--- config.mk ---
export PLATFORM = sky130hd
export DESIGN_NAME = bcd_timer_n
export DESIGN_NICKNAME = d
export VERILOG_FILES = /design/src/rtl/bcd_timer_n.sv
export SDC_FILE = /design/constraint.sdc
export NUM_CORES = 1
export LEC_CHECK = 0
export ABC_AREA = 1
export CORE_ASPECT_RATIO = 1.25
export CORE_UTILIZATION = 58
export CTS_CLUSTER_DIAMETER = 100
export DETAILED_ROUTE_END_ITERATION = 8
export MAX_ROUTING_LAYER = met4
export PLACE_DENSITY = 0.82
export SYNTH_ARGS = -nofsm -noshare
export SYNTH_HDL_FRONTEND = slang
export SYNTH_SLANG_ARGS = --single-unit
--- constraint.sdc ---
create_clock -name clk -period 3.3 [get_ports clk]
set_input_delay 0.825 -clock clk [delete_from_list [all_inputs] [get_ports clk]]
set_output_delay 0.825 -clock clk [all_outputs]
set_load 0.005 [all_outputs]
--- src/rtl/bcd_timer_n.sv ---
// Parametrised BCD countdown/count-up timer with pause, stopwatch mode and cursor editing.
// Optional macro BCD_TIMER_AUTORELOAD_EN: reload the edited preset when a countdown reaches zero.
module bcd_timer_n #(
    parameter int                NDIG    = 9,
    parameter logic [4*NDIG-1:0] DIG_MAX = 36'h995959999,
    parameter int                EDIT_LO = 3
) (
    input  logic                    clk,
    input  logic                    rst,
    input  logic                    tick,
    input  logic                    mode,
    input  logic                    btn_c,
    input  logic                    btn_l,
    input  logic                    btn_r,
    input  logic                    btn_u,
    input  logic                    btn_d,
    output logic [4*NDIG-1:0]       count_o,
    output logic [$clog2(NDIG)-1:0] cursor_o,
    output logic                    edit_o,
    output logic                    run_o,
    output logic                    done_o
);

    localparam int              W       = 4 * NDIG;
    localparam int              CW      = $clog2(NDIG);
    localparam logic [CW-1:0]   CUR_TOP = CW'(NDIG - 1);
    localparam logic [CW-1:0]   CUR_LO  = CW'(EDIT_LO);

    typedef enum logic [1:0] {
        IDLE = 2'd0,
        RUN  = 2'd1,
        EDIT = 2'd2,
        DONE = 2'd3
    } state_t;

    state_t          state_q, state_n;
    logic [W-1:0]    count_q, count_n;
    logic [CW-1:0]   cursor_q, cursor_n;
    logic            edit_q, run_q, done_q;
    logic            done_pulse;
    logic            exit_edit;
`ifdef BCD_TIMER_AUTORELOAD_EN
    logic [W-1:0]    preset_q, preset_n;
    logic            reload_q, reload_n;
`endif

    // Whole-count decrement; each digit at 0 wraps to its own maximum and borrows.
    function automatic logic [W-1:0] bcd_dec(input logic [W-1:0] v);
        logic [W-1:0] r;
        logic         borrow;
        r      = v;
        borrow = 1'b1;
        for (int i = 0; i < NDIG; i++) begin
            if (borrow) begin
                if (v[4*i +: 4] == 4'd0) begin
                    r[4*i +: 4] = DIG_MAX[4*i +: 4];
                end else begin
                    r[4*i +: 4] = v[4*i +: 4] - 4'd1;
                    borrow      = 1'b0;
                end
            end
        end
        return r;
    endfunction

    function automatic logic [W-1:0] bcd_inc(input logic [W-1:0] v);
        logic [W-1:0] r;
        logic         carry;
        r     = v;
        carry = 1'b1;
        for (int i = 0; i < NDIG; i++) begin
            if (carry) begin
                if (v[4*i +: 4] == DIG_MAX[4*i +: 4]) begin
                    r[4*i +: 4] = 4'd0;
                end else begin
                    r[4*i +: 4] = v[4*i +: 4] + 4'd1;
                    carry       = 1'b0;
                end
            end
        end
        return r;
    endfunction

    // Single-digit edits wrap within the digit and never touch neighbours.
    function automatic logic [3:0] digit_up(input logic [3:0] d, input logic [3:0] m);
        return (d == m) ? 4'd0 : d + 4'd1;
    endfunction

    function automatic logic [3:0] digit_dn(input logic [3:0] d, input logic [3:0] m);
        return (d == 4'd0) ? m : d - 4'd1;
    endfunction

    always_comb begin
        state_n    = state_q;
        count_n    = count_q;
        cursor_n   = cursor_q;
        done_pulse = 1'b0;
        exit_edit  = 1'b0;
`ifdef BCD_TIMER_AUTORELOAD_EN
        preset_n   = preset_q;
        reload_n   = 1'b0;
`endif
        case (state_q)
            IDLE: begin
                if (btn_c) begin
                    if (mode || (count_q != '0)) state_n = RUN;
                end else if (btn_l || btn_r) begin
                    state_n  = EDIT;
                    cursor_n = CUR_TOP;
                    for (int i = 0; i < EDIT_LO; i++) count_n[4*i +: 4] = 4'd0;
                end else if (btn_d) begin
                    count_n = '0;
                end
            end
            RUN: begin
                if (btn_c) begin
                    state_n = IDLE;
`ifdef BCD_TIMER_AUTORELOAD_EN
                end else if (reload_q) begin
                    count_n = preset_q;
`endif
                end else if (tick) begin
                    if (!mode) begin
                        count_n = bcd_dec(count_q);
                        if (count_n == '0) begin
`ifdef BCD_TIMER_AUTORELOAD_EN
                            if (preset_q != '0) begin
                                reload_n   = 1'b1;
                                done_pulse = 1'b1;
                            end else begin
                                state_n = DONE;
                            end
`else
                            state_n = DONE;
`endif
                        end
                    end else if (count_q == DIG_MAX) begin
                        state_n = DONE;
                    end else begin
                        count_n = bcd_inc(count_q);
                    end
                end
            end
            EDIT: begin
                if (btn_c) begin
                    exit_edit = 1'b1;
                end else if (btn_l) begin
                    if (cursor_q == CUR_TOP) exit_edit = 1'b1;
                    else                     cursor_n  = cursor_q + CW'(1);
                end else if (btn_r) begin
                    if (cursor_q == CUR_LO) exit_edit = 1'b1;
                    else                    cursor_n  = cursor_q - CW'(1);
                end else if (btn_u || btn_d) begin
                    for (int i = 0; i < NDIG; i++) begin
                        if (cursor_q == CW'(i)) begin
                            count_n[4*i +: 4] = btn_u
                                ? digit_up(count_q[4*i +: 4], DIG_MAX[4*i +: 4])
                                : digit_dn(count_q[4*i +: 4], DIG_MAX[4*i +: 4]);
                        end
                    end
                end
            end
            DONE: begin
                if (btn_c) begin
                    state_n = IDLE;
                end else if (btn_l || btn_r) begin
                    state_n  = EDIT;
                    cursor_n = CUR_TOP;
                    for (int i = 0; i < EDIT_LO; i++) count_n[4*i +: 4] = 4'd0;
                end
            end
            default: state_n = IDLE;
        endcase
        if (exit_edit) begin
            state_n  = IDLE;
            cursor_n = CUR_TOP;
`ifdef BCD_TIMER_AUTORELOAD_EN
            preset_n = count_n;
`endif
        end
    end

    // Status flags are registered from next-state so they align with count_o.
    always_ff @(posedge clk or posedge rst) begin
        if (rst) begin
            state_q  <= IDLE;
            count_q  <= '0;
            cursor_q <= CUR_TOP;
            edit_q   <= 1'b0;
            run_q    <= 1'b0;
            done_q   <= 1'b0;
`ifdef BCD_TIMER_AUTORELOAD_EN
            preset_q <= '0;
            reload_q <= 1'b0;
`endif
        end else begin
            state_q  <= state_n;
            count_q  <= count_n;
            cursor_q <= cursor_n;
            edit_q   <= (state_n == EDIT);
            run_q    <= (state_n == RUN);
            done_q   <= (state_n == DONE) || done_pulse;
`ifdef BCD_TIMER_AUTORELOAD_EN
            preset_q <= preset_n;
            reload_q <= reload_n;
`endif
        end
    end

    assign count_o  = count_q;
    assign cursor_o = cursor_q;
    assign edit_o   = edit_q;
    assign run_o    = run_q;
    assign done_o   = done_q;

endmodule
=== Word level (Yosys, flattened, before mapping) ===
Cells that the tools add are included.

* Register bits after elaboration: 45
* Input bits: 9
* Output and inout bits: 43

* Add/sub/neg operators: 20
* Equal/unequal tests: 60
* Mux-type cells: 232
* Reduce and logical (&&, ||, !) cells: 29

{| class="wikitable"
|+ Operators with widths
! kind !! number
|-
| 2-to-1 mux 4 bit || 96
|-
| 2-to-1 mux 36 bit || 10
|-
| 2-to-1 mux 1 bit || 108
|-
| AND reduction 13 bit || 8
|-
| one-hot mux 24 bit (3 select lines) || 1
|-
| one-hot mux 12 bit (4 select lines) || 1
|-
| adder 4 x 1 -> 4 bit (second input constant) || 10
|-
| zero test 4 bit || 10
|-
| != test 2 bit (second input constant) || 20
|-
| subtractor 4 x 1 -> 4 bit (second input constant) || 10
|-
| == test 36 bit (second input constant) || 1
|-
| zero test 36 bit || 1
|-
| 2-to-1 mux 12 bit || 3
|-
| nonzero test 36 bit || 1
|-
| != test 3 bit (second input constant) || 11
|-
| == test 4 bit (second input constant) || 8
|-
| == test 4 x 3 -> 1 bit (second input constant) || 6
|-
| 2-to-1 mux 24 bit || 1
|-
| 2-to-1 mux 2 bit || 10
|-
| != test 4 bit (second input constant) || 3
|-
| AND reduction 12 bit || 1
|-
| == test 2 bit (second input constant) || 4
|-
| == test 4 x 2 -> 1 bit (second input constant) || 2
|-
| one-hot mux 4 bit (2 select lines) || 1
|-
| 10 further kinds || 14
|}

=== Logic depth before layout (Yosys ltp) ===
Gate-level depths: netlist of the first run.

* Word-level depth: 55
* Gate-level depth with buffers: 22
* Mapped depth without buffers: 22

=== Least setup slack after synthesis of the first run ===
Ideal clock, no wire load.

* Path type: input to register
* Start point: input port btn_l
* End point: register count_q[11], in the netlist count_o[11]
* Data arrival time: 2.450 ns
* Slack: 0.768 ns
* Stages: 7
* Buffers on the path: 1
* Cells stage by stage: clkbuf_1 > nor2_1 > o21ai_0 > or4_1 > nor3_2 > nand2_1 > o22ai_1

* Longest elaborated chain between the ends: 4
* Elaborated cells between the ends (all ways): 8

{| class="wikitable"
|+ RTL lines
! element !! RTL line !! text
|-
| from (decl) || 13 || <nowiki>input logic btn_l,</nowiki>
|-
| logical OR 1 bit || 107, 166 ||
|-
| 2-to-1 mux 12 bit || 107 || <nowiki>end else if (btn_l || btn_r) begin</nowiki>
|-
| 2-to-1 mux 36 bit || 105 || <nowiki>if (btn_c) begin</nowiki>
|-
| one-hot mux 12 bit (4 select lines) || 103 || <nowiki>case (state_q)</nowiki>
|-
| to (signal assigned) || 198 || <nowiki>count_q <= count_n;</nowiki>
|-
| to (decl) || 37 || <nowiki>logic [W-1:0] count_q, count_n;</nowiki>
|}

Parallel ways exist; a longest one is shown, timed or not. The select of a mux whose other input is x is not followed.
A chain may end at the register's enable or synchronous reset.

=== Final worst setup path of the first run ===
* Start point: register count_q[5], in the netlist count_o[5]
* End point: register done_q, in the netlist done_o

* Longest elaborated chain between the ends: 50
* Elaborated cells between the ends (all ways): 93

{| class="wikitable"
|+ RTL lines
! element !! RTL line !! text
|-
| zero test 4 bit || 55 || <nowiki>if (v[4*i +: 4] == 4'd0) begin</nowiki>
|-
| 2-to-1 mux 1 bit || 55 ||
|-
| 2-to-1 mux 1 bit || 54 || <nowiki>if (borrow) begin</nowiki>
|-
| 2-to-1 mux 1 bit || 123 || <nowiki>if (!mode) begin</nowiki>
|-
| 2-to-1 mux 1 bit || 122 || <nowiki>end else if (tick) begin</nowiki>
|-
| 2-to-1 mux 1 bit || 116 || <nowiki>if (btn_c) begin</nowiki>
|-
| 2-to-1 mux 1 bit || 103 ||
|-
| 2-to-1 mux 1 bit || 54 ||
|-
| [34 not listed] || n/a ||
|-
| zero test 36 bit || 125 || <nowiki>if (count_n == '0) begin</nowiki>
|-
| 2-to-1 mux 2 bit || 125 ||
|-
| 2-to-1 mux 2 bit || 123 ||
|-
| 2-to-1 mux 2 bit || 122 ||
|-
| 2-to-1 mux 2 bit || 116 ||
|-
| one-hot mux 2 bit (3 select lines) * || 103 ||
|-
| 2-to-1 mux 2 bit * || 174 || <nowiki>if (exit_edit) begin</nowiki>
|-
| == test 2 bit * || 202 || <nowiki>done_q <= (state_n == DONE) || done_pulse;</nowiki>
|-
| to (signal assigned) || 202 ||
|-
| to (decl) || 39 || <nowiki>logic edit_q, run_q, done_q;</nowiki>
|}

Mark *: on every way between the ends. The rest lies on a longest branch, timed or not. The select of a mux whose other input is x is not followed.

==> impl_metrics.env, run 1 <==
export IMPL_post_route_min_period_ns=2.998
export IMPL_cts_buffer_depth=2
export IMPL_clk_insertion_delay_late_ns=0.32
export IMPL_path_clk_slew_ns=0.09
export IMPL_drive_gt1_share_pct=7.026
export IMPL_path_delay_family="simple AND/OR/NAND/NOR gates"
export IMPL_synthArstFlopShare_pct=100.0
export IMPL_min_delay_path_class="register to register"
export IMPL_start_util_pct=60.07
export IMPL_synth_largest_area_cell="dfrtp_1"
export IMPL_critPathBufInv=1
export IMPL_grt_max_degree=46
export IMPL_area_growth_pct=17.03
export IMPL_tightest_slew_ns=0.9891
export IMPL_numCtsBuffers=5
export IMPL_syn_area_per_cell_sq_um=6.360
export IMPL_fin_crit_sh_pct=90.85
export IMPL_ant_nets=0
export IMPL_yosysMostFrequentCell="nand2_1"
export IMPL_setup_violations=0
export IMPL_max_freq_mhz=333.6
export IMPL_cts_tree="built"
export IMPL_via_per_inst=6.128
export IMPL_finalHoldViolCount=0
export IMPL_crit_arrival_ns=3.25
export IMPL_dp_hpwl_microns=10840
export IMPL_rsz0062_at_grt="no"
export IMPL_core_sq_um=7792
export IMPL_cp_max_fo=8
export IMPL_clock_sinks=45
export IMPL_drt_total_wl_microns=14210
export IMPL_chipHeight_microns=102.4
export IMPL_endpoint_kind="register"
export IMPL_ys_warn_count=0
export IMPL_min_to="cursor_o[3]"
export IMPL_ys_seq_elements=45
export IMPL_die_width_microns=82.35
export IMPL_maxSlewHeadroom_pct=33.97
export IMPL_die_area_sq_um=8436
export IMPL_synth_top_area_share_pct=23.52
export IMPL_ff2ff_path_depth=20
export IMPL_post_drt_wl_per_cell_microns=15.93
export IMPL_post_cts_buffers=0
export IMPL_synth_common_cells="nand2_1, nor2_1, inv_1, nand3_1, o21ai_0"
export IMPL_drv_slew=0
export IMPL_cts_htree_levels=2
export IMPL_syn_nets=771
export IMPL_antennaDiodeCount=0
export IMPL_critPathKind="register to register"
export IMPL_skew_ns=0.009818
export IMPL_syn_cell_area_sq_um=4681
export IMPL_r2r_start="count_o[5]"
export IMPL_yosysSeqAreaShare_pct=24.08
export IMPL_grt_ovfl_total=0
export IMPL_rrSetupSlack_ns=0.30
export IMPL_synth_cell_types=47
export IMPL_syn_inst=736
export IMPL_dr_pass1_iters=6
export IMPL_first_global_vias=4843
export IMPL_antenna_found_initial=0
export IMPL_timing_rr_end="done_o"
export IMPL_io_buffers=51
export IMPL_status="completed"
export IMPL_drtIter0Drc=428
export IMPL_ios=52
export IMPL_worstPathRequired_ns=3.55
export IMPL_grt_usage_pct=35.81
export IMPL_grt_pass1_wl_microns=22390
export IMPL_via_count=5466
export IMPL_layout_nets=831
export IMPL_critical_path_depth=20
export IMPL_synthFlopType="dfrtp_1"
export IMPL_clockRootBuffer="clkbuf_8"
export IMPL_startpoint_type="register"
export IMPL_min_from="cursor_o[3]"
export IMPL_cp_slowest_cell="dfrtp_1"
export IMPL_drc=0
export IMPL_synth_edf_count=0
export IMPL_min_path_cells=2
export IMPL_place_gp_congestion=1.013
export IMPL_fin_tns_setup_ns=0
export IMPL_cpMostUsedCell="nand2_1"
export IMPL_rows=36
export IMPL_cap_violations=0
export IMPL_slowest_delay_ns=0.43
export IMPL_ys_top_cells_by_area="dfrtp_1, nand2_1, nand3_1"
export IMPL_crit_chain="inv_1, ha_1, nand3_2, nor2_4, nand2_1, nor2_2, nand3_1, nand2_1, nand2_1, nor2_1, nand3_1, nor2_1, nand3_1, nand2_1, nand2_1, nand2_1, nand2_1, nand2_2, nand2_2, nor2_1"
worst max-delay path by stage:
stage,start,end,slack (ns)
finish,count_o[5],done_o,0.30
global route,count_o[5],edit_o,0.001
CTS,count_o[0],done_o,0.31
detailed placement,btn_r,count_o[8],0.17
global placement,btn_r,count_o[11],0.30
floorplan,btn_l,count_o[11],0.77
logic make-up after synthesis:
group	after synthesis	synth area share, %
buffers and inverters	99	8.099
xor gates and xnor gates	19	3.716
adders and majority gates	26	6.950
AOI/OAI and AO/OA	162	20.96
and+or+nand+nor	385	36.19
DFF	45	24.08
routing by layer:
metal / GRT usage [%] / wire, microns
met1: 42.79 / 5796
met2: 55.82 / 6740
met3: 6.696 / 1058
met4: 20.11 / 615
met5: - / 0
sequential cells by signal (all words and copies together), names as in the netlist:
name	count
run_o	1
cursor_o	4
edit_o	1
count_o	36
done_o	1
state_q	2
cell usage in the layout, fill, tap and decap left out, types with 6 or more instances in the layout:
cell type,n
a21oi_1,30
buf_4,17
clkbuf_8,7
clkdlybuf4s50_1,51
dfrtp_1,44
ha_1,25
inv_1,75
inv_2,8
nand2_1,175
nand3_1,76
nand4_1,18
nor2_1,84
nor3_1,13
o211ai_1,15
o21ai_0,71
o221ai_1,9
o22ai_1,10
xnor2_1,6
xor2_1,12
metrics by stage:
step                      cells  hold WS, ns  util (%)  setup slack, ns  cell area (sq um)
after floorplan             736       0.5665         -           0.7680               4681
final                       892       0.6208     70.30           0.3020               5478
after CTS                   892       0.6157     70.26           0.3100               5475
after detailed placement    884       0.6041     68.96           0.1668               5374
after global placement      884       0.5954     68.96           0.2966               5374
after global routing        892       0.6586     70.30         0.001294               5478
layout make-up:
class	instances	area, sq um
clock buffers	7	96.34
clock inverters	1	5.005
fillers	666	2315
inverters	84	315.3
multi-input cells	592	3177
flip-flops and latches	45	1127
well taps	95	118.9
repair buffers	68	638.1
worst register-to-register path, stage by stage, from the launching register on:
cell and delay, ns:
dfrtp_1 0.43, inv_1 0.18, ha_1 0.27, nand3_2 0.16, nor2_4 0.24, nand2_1 0.21, nor2_2 0.24, nand3_1 0.16
nand2_1 0.14, nand2_1 0.06, nor2_1 0.08, nand3_1 0.07, nor2_1 0.13, nand3_1 0.11, nand2_1 0.07, nand2_1 0.05
nand2_1 0.05, nand2_1 0.06, nand2_2 0.08, nand2_2 0.06, nor2_1 0.09
what timing repair did:
action,in CTS,in global routing
hold buffers,0,0
resized for setup,0,1
setup endpoints to repair,0,4
Power of run 1 is left out: the tool's default activity adds up to more than one toggle a clock period on the data nets, which glitch-free logic cannot reach.
==> run 2: changes to the inputs <==
CAP_MARGIN = 20   (was default)
SLEW_MARGIN = 20   (was default)
==> run 2 against run 1 <==
  * Sequential share of layout area is essentially flat
  * Sequential cell count is the same
  * First-iteration DRC count shrank 4.9%
  * Final area is essentially flat
  * Highest routed layer unchanged
  * Die area is the same
  * Critical path depth is the same
  * Via count grew 0.27%
  * Non-clock buffer count is the same
  * Wire length grew 0.77%
  * Maximum frequency shrank 0.67%
==> impl_metrics.env, run 2 (synthesis gave the netlist of run 1 again) <==
export IMPL_antenna_found_initial=0
export IMPL_fin_crit_sh_pct=91.46
export IMPL_die_area_sq_um=8436
export IMPL_grt_ovfl_total=0
export IMPL_grt_max_degree=46
export IMPL_start_util_pct=60.07
export IMPL_fin_tns_setup_ns=0
export IMPL_worstPathRequired_ns=3.55
export IMPL_min_delay_path_class="register to register"
export IMPL_clk_insertion_delay_late_ns=0.32
export IMPL_drtIter0Drc=407
export IMPL_final_common_cell="nand2_1"
export IMPL_rsz0062_at_grt="no"
export IMPL_numCtsBuffers=5
export IMPL_largest_register_ffs=36
export IMPL_min_to="cursor_o[3]"
export IMPL_final_cell_mix="nand2_1, nor2_1, nand3_1"
export IMPL_dr_pass1_iters=5
export IMPL_core_sq_um=7792
export IMPL_cts_tree="built"
export IMPL_startpoint_type="register"
export IMPL_grt_usage_pct=35.81
export IMPL_crit_arrival_ns=3.27
export IMPL_io_buffers=51
export IMPL_area_growth_pct=17.05
export IMPL_maxSlewHeadroom_pct=44.35
export IMPL_layout_nets=831
export IMPL_grt_pass1_wl_microns=22390
export IMPL_setup_violations=0
export IMPL_via_count=5481
export IMPL_first_global_vias=4843
export IMPL_dp_hpwl_microns=10840
export IMPL_rrSetupSlack_ns=0.28
export IMPL_drv_slew=0
export IMPL_post_route_min_period_ns=3.018
export IMPL_chipHeight_microns=102.4
export IMPL_min_from="cursor_o[3]"
export IMPL_path_clk_slew_ns=0.09
export IMPL_tightest_slew_ns=0.8337
export IMPL_via_per_inst=6.145
export IMPL_place_gp_congestion=1.013
export IMPL_post_cts_buffers=0
export IMPL_finalHoldViolCount=0
export IMPL_cap_violations=0
export IMPL_clock_sinks=45
export IMPL_ff2ff_path_depth=20
export IMPL_cp_max_fo=8
export IMPL_critPathKind="register to register"
export IMPL_die_width_microns=82.35
export IMPL_skew_ns=0.008747
export IMPL_rows=36
export IMPL_cts_buffer_depth=2
export IMPL_min_path_cells=2
export IMPL_cts_htree_levels=2
export IMPL_status="completed"
export IMPL_ant_nets=0
export IMPL_drt_total_wl_microns=14320
export IMPL_r2r_start="count_o[5]"
export IMPL_ios=52
export IMPL_drive_gt1_share_pct=7.026
export IMPL_drc=0
export IMPL_post_drt_wl_per_cell_microns=16.05
export IMPL_timing_rr_end="done_o"
export IMPL_antennaDiodeCount=0
export IMPL_clockRootBuffer="clkbuf_8"
export IMPL_max_freq_mhz=331.3
export IMPL_endpoint_kind="register"
[run 2: cell type report]
type                       instances  area (sq um)
clock inverter                     1         5.005
timing repair buffer              68         638.1
tap                               95         118.9
fill                             667          2313
clock buffer                       7         96.34
multi-input combinational        592          3177
inverter                          84         316.6
sequential                        45          1127
[run 2: how the worst max path moves through the flow]
stage                    start          end  slack (ns)  depth (start not counted)
CTS                 count_o[0]       done_o        0.31                         20
global placement         btn_r  count_o[11]        0.30                          7
detailed placement       btn_r   count_o[8]        0.17                          7
floorplan                btn_l  count_o[11]        0.77                          7
finish              count_o[5]       done_o        0.28                         20
global route        count_o[5]       edit_o       0.001                         20
[run 2: critical path: stages, from the launching register on]
cell and delay (ns):
dfrtp_1 0.43, inv_1 0.18, ha_1 0.27, nand3_2 0.16
nor2_4 0.25, nand2_1 0.21, nor2_2 0.24, nand3_1 0.16
nand2_1 0.14, nand2_1 0.06, nor2_1 0.08, nand3_1 0.07
nor2_1 0.13, nand3_1 0.11, nand2_1 0.07, nand2_1 0.05
nand2_1 0.05, nand2_1 0.06, nand2_2 0.08, nand2_2 0.06
nor2_1 0.09
[run 2: per-layer routing]
layer	share of wire, %	up-vias	global-route usage, %	wire length [microns]
met3	7.8	63	6.696	1116
met2	47	286	55.82	6757
met1	41	2492	42.79	5818
met5	0	-	-	0
li1	-	2640	-	-
met4	4.4	0	20.11	628
[run 2: what timing repair did]
| action | in CTS | in global routing |
|---|---|---|
| endpoints found under the setup margin | 0 | 4 |
| gates resized for setup | 0 | 1 |
| hold buffers | 0 | 0 |
[run 2: through the flow]
stage	instances	cell area [sq um]	hold WS (ns)	util [%]	worst slack (ns)
global route	892	5479	0.6586	70.31	0.001294
global placement	884	5374	0.5954	68.96	0.2966
CTS	892	5475	0.6157	70.26	0.3100
finish	892	5479	0.6207	70.31	0.2818
detailed placement	884	5374	0.6041	68.96	0.1668
floorplan	736	4681	0.5665	-	0.7680
Power of run 2 is left out for the same reason.
